File: config.mk
export PLATFORM = sky130hd
export DESIGN_NAME = arb_mux
export DESIGN_NICKNAME = d
export VERILOG_FILES = /design/src/rtl/arb_mux.sv
export SDC_FILE = /design/constraint.sdc
export NUM_CORES = 1
export LEC_CHECK = 0
export CORE_MARGIN = 2
export CORE_UTILIZATION = 35
export CTS_BUF_LIST = sky130_fd_sc_hd__clkbuf_4
export DETAILED_ROUTE_END_ITERATION = 16
export GPL_TIMING_DRIVEN = 0
export PLACE_DENSITY_LB_ADDON = 0.2
export SYNTH_ARGS = -nofsm -noshare
export SYNTH_HDL_FRONTEND = slang
export SYNTH_SLANG_ARGS = --single-unit
File: constraint.sdc
create_clock -name clk -period 2.05 [get_ports clk]
set_input_delay 0.205 -clock clk [delete_from_list [all_inputs] [get_ports clk]]
set_output_delay 0.205 -clock clk [all_outputs]
set_load 0.02 [all_outputs]
File: src/rtl/arb_mux.sv
// N-channel registered word multiplexer with valid/ready handshaking.
// Channel choice comes from an explicit select (MODE=0) or a round-robin search (MODE=1).
module arb_mux #(
  parameter int BITS     = 16,
  parameter int CHANNELS = 4,
  parameter int MODE     = 0,
  localparam int SELW    = $clog2(CHANNELS)
) (
  input  logic                     clk,
  input  logic                     rst_n,
  input  logic [CHANNELS-1:0]      in_valid,
  input  logic [CHANNELS*BITS-1:0] in_data,
  output logic [CHANNELS-1:0]      in_ready,
  input  logic [SELW-1:0]          select,
  output logic                     out_valid,
  output logic [BITS-1:0]          out_data,
  output logic [SELW-1:0]          out_chan,
  input  logic                     out_ready,
  output logic                     sel_err
);

  logic            out_valid_reg;
  logic [BITS-1:0] out_data_reg;
  logic [SELW-1:0] out_chan_reg;
  logic            sel_err_reg;
  logic [SELW-1:0] rr_last_reg;

  logic            can_accept;
  logic            sel_ok;
  logic            rr_found;
  logic [SELW-1:0] rr_idx;
  logic [SELW-1:0] scan;
  logic            grant_vld;
  logic [SELW-1:0] grant_idx;
  logic            xfer;
  logic [BITS-1:0] data_sel;
  logic [BITS-1:0] words [CHANNELS];

  assign can_accept = !out_valid_reg || out_ready;

  // One extra bit keeps the range test meaningful when CHANNELS is a power of two.
  assign sel_ok = ({1'b0, select} < (SELW+1)'(CHANNELS));

  always_comb begin
    rr_found = 1'b0;
    rr_idx   = '0;
    scan     = '0;
    for (int k = 1; k <= CHANNELS; k++) begin
      scan = SELW'((int'(rr_last_reg) + k) % CHANNELS);
      if (!rr_found && in_valid[scan]) begin
        rr_found = 1'b1;
        rr_idx   = scan;
      end
    end
  end

  assign grant_vld = (MODE == 1) ? rr_found : sel_ok;
  assign grant_idx = (MODE == 1) ? rr_idx   : select;

  genvar gi;
  generate
    for (gi = 0; gi < CHANNELS; gi++) begin : g_chan
      assign words[gi]    = in_data[gi*BITS +: BITS];
      assign in_ready[gi] = can_accept && grant_vld && (grant_idx == SELW'(gi));
    end
  endgenerate

  // AND-OR mux driven by the one-hot ready keeps out_data X-free for bad selects.
  always_comb begin
    data_sel = '0;
    for (int k = 0; k < CHANNELS; k++) begin
      if (in_ready[k]) data_sel = data_sel | words[k];
    end
  end

  assign xfer = |(in_valid & in_ready);

  always_ff @(posedge clk or negedge rst_n) begin
    if (!rst_n) begin
      out_valid_reg <= 1'b0;
      out_data_reg  <= '0;
      out_chan_reg  <= '0;
      sel_err_reg   <= 1'b0;
      rr_last_reg   <= SELW'(CHANNELS - 1);
    end else begin
      sel_err_reg <= (MODE == 0) && !sel_ok;
      if (xfer) begin
        out_valid_reg <= 1'b1;
        out_data_reg  <= data_sel;
        out_chan_reg  <= grant_idx;
        if (MODE == 1) rr_last_reg <= grant_idx;
      end else if (out_ready) begin
        out_valid_reg <= 1'b0;
      end
    end
  end

  assign out_valid = out_valid_reg;
  assign out_data  = out_data_reg;
  assign out_chan  = out_chan_reg;
  assign sel_err   = sel_err_reg;

endmodule

==> flow_metrics.tcl <==
set metrics [dict create \
    drive_gt1_share_pct 16.3 \
    crit_required_ps 2240 \
    crit_path_top_delay_cell "clkdlybuf4s50_1" \
    synth_seq_cells 19 \
    fin_crit_sh_pct 94.6 \
    grt_max_degree 20 \
    core_um2 3630 \
    start_util_pct 36.0 \
    synthCells 110 \
    crit_fanout 10 \
    yosys.area.top_type "dfrtp_1" \
    syn_area_um2 1310 \
    cts_buffers 3 \
    crit_path_start_kind "input port" \
    fin_nets 282 \
    setup_viol 0 \
    synth_area_per_cell_um2 11.9 \
    fin_cells 256 \
    syn-num-nets 183 \
    die_y_um 65.1 \
    tightestPinTransition_ps 902 \
    yosys_warnings 0 \
    slew_headroom_pct 39.7 \
    regArea_um2 475 \
    wl_um 4050 \
    layout_common_cells "clkdlybuf4s50_1, mux2i_1, dfrtp_1" \
    synthSimpleGateAreaFrac_pct 4.02 \
    dpl.hpwl_um 3190 \
    status "completed" \
    dp_cells 253 \
    cp_data_arrival_time_ps 2130 \
    synth-seq-area-share_pct 36.4 \
    syn2layout_area_growth_pct 79.3 \
    drtIter0Drc 29 \
    yosysTopAreaCellShare_pct 36.4 \
    port_buffers 95 \
    grt_pass1_vias 1351 \
    ant_nets 0 \
    muxShareOfSynthArea_pct 43.8 \
    rsz0062_at_grt "false" \
    endpoint_kind "register" \
    placementRows 22 \
    avgViaCountPerCell 5.02 \
    fin_crit_ps 1940 \
    clock_skew_ps 1.57 \
    fmax_ghz 0.516 \
    wl_per_cell_um 15.8 \
    crit_type "input port to register" \
    grt_pass1_wl_um 6410 \
    gr-usage-all-layers_pct 19.9 \
    synth_area_leaders "dfrtp_1, mux2i_1, mux2_4" \
    synth_xor_xnor_area_share_pct 0 \
    synth_top_family_by_area "multiplexers" \
    die_w_um 65.1 \
    clock_latency_ps 300 \
    leakagePower_nw 1.06 \
    synthAdderAreaFrac_pct 0 \
    hp-class "input port to asynchronous set/reset pin" \
    gp_congestion 0.722 \
    h-tree-depth 1 \
    cts_hold_buf 0 \
    multiInputGateArea_um2 759 \
    vdd.ir_drop.worst_uv 485 \
    antenna_found_initial 0 \
    largest_reg_flops 16 \
    crit_chain "clkdlybuf4s50_1, mux2_1, and3b_4, a31oi_4, buf_12, mux2_4" \
    ys_types 19 \
    cts_tree "done" \
    detail_route.first_pass.iterations 4 \
    tns_ps 0 \
    grt_remaining_overflow 0 \
    cts_buffer_depth 2 \
    finalHoldViolations 0 \
    clkTransAtPathRegs_ps 110 \
    power_density_nw_per_um2 649 \
    final_common_cell "clkdlybuf4s50_1" \
    drcViolationCount 0 \
    die_area_um2 4240 \
    slew_viol_final 0 \
    synth_compound_area_share_pct 9.67 \
    fillCellCount 324 \
    root_buffer "clkbuf_4" \
    cts_sinks 19 \
    num_vias 1285 \
    slowest_delay_ps 500 \
    n_antenna_cell 0 \
    pin_count 97 \
    maxCapViolCount 0 \
]
worst max-delay path, delay by kind of cell:
family / cells / cell delay, ps
and+or+nand+nor: 1 / 210
buffers and inverters: 2 / 700
muxes: 2 / 650
AOI/OAI and AO/OA: 1 / 350
timing repair:
item | 4_1_cts | 5_1_grt
setup endpoints to repair | 4 | 2
setup buffers | 0 | 0
gates resized for setup | 6 | 0
pin swaps | 0 | 0
gates cloned | 0 | 0
kinds of logic after synthesis:
family / after synthesis
AOI/OAI and AO/OA: 18
muxes: 51
other: 1
DFF: 19
and+or+nand+nor: 10
buffers and inverters: 11
per-layer routing:
layer  vias to the layer above  GRT usage, %  share of wire, %  wire length [µm]
li1                        606             -                 -                 -
met1                       614          21.5                36              1470
met2                        55          38.5                55              2210
met3                        10          4.28               6.5               262
met4                         0          5.99               2.3                95
met5                         -             0                 0                 0
cell type report:
class,count,share of cell area [%]
Buffer,8,2.72
Clock buffer,4,1.28
Inverter,2,0.321
Multi-Input combinational cell,80,32.4
Sequential cell,19,20.3
Tap cell,48,2.56
Timing Repair Buffer,95,40.4
worst paths after layout:
check | end | start | slack (ps) | depth (start not counted)
hold / removal | out_chan[1] | rst_n | 410 | 1
setup / recovery | out_data[4] | select[0] | 110 | 6
max in group asynchronous | out_data[14] | rst_n | 1100 | 1
setup reg to reg | out_data[4] | out_valid | 360 | 5
min in group clk | out_data[7] | out_data[7] | 520 | 1
hold reg to reg | out_data[7] | out_data[7] | 520 | 1
synthesized netlist by cell type (all sizes together):
cell type   n
mux2i      32
buf         9
nand2b      2
and3b       1
nand3       1
conb        1
inv         2
a31oi       1
o21ai       1
nor2        4
nand2       2
o22ai      16
mux2       19
dfrtp      19
metrics by stage:
| stage | area [µm²] | power, mW | worst slack (ps) | hold slack, ps | utilization, % |
|---|---|---|---|---|---|
| final | 2340 | 1.52 | 110 | 406 | 64.5 |
| after global placement | 2320 | 1.31 | -327 | 486 | 63.8 |
| after floorplan | 1310 | 0.921 | 320 | -90.6 | - |
| after detailed placement | 2320 | 1.33 | -366 | 492 | 63.8 |
| after global routing | 2340 | 1.60 | 0.111 | 444 | 64.5 |
| after CTS | 2350 | 1.54 | 21.4 | 417 | 64.6 |
power by group:
| group | switching (mW) | total [mW] | internal (mW) |
|---|---|---|---|
| logic | 0.329 | 0.793 | 0.465 |
| clock network | 0.116 | 0.205 | 0.0890 |
| registers | 0.0522 | 0.523 | 0.471 |
No activity file was read; power rests on OpenSTA's default activity.
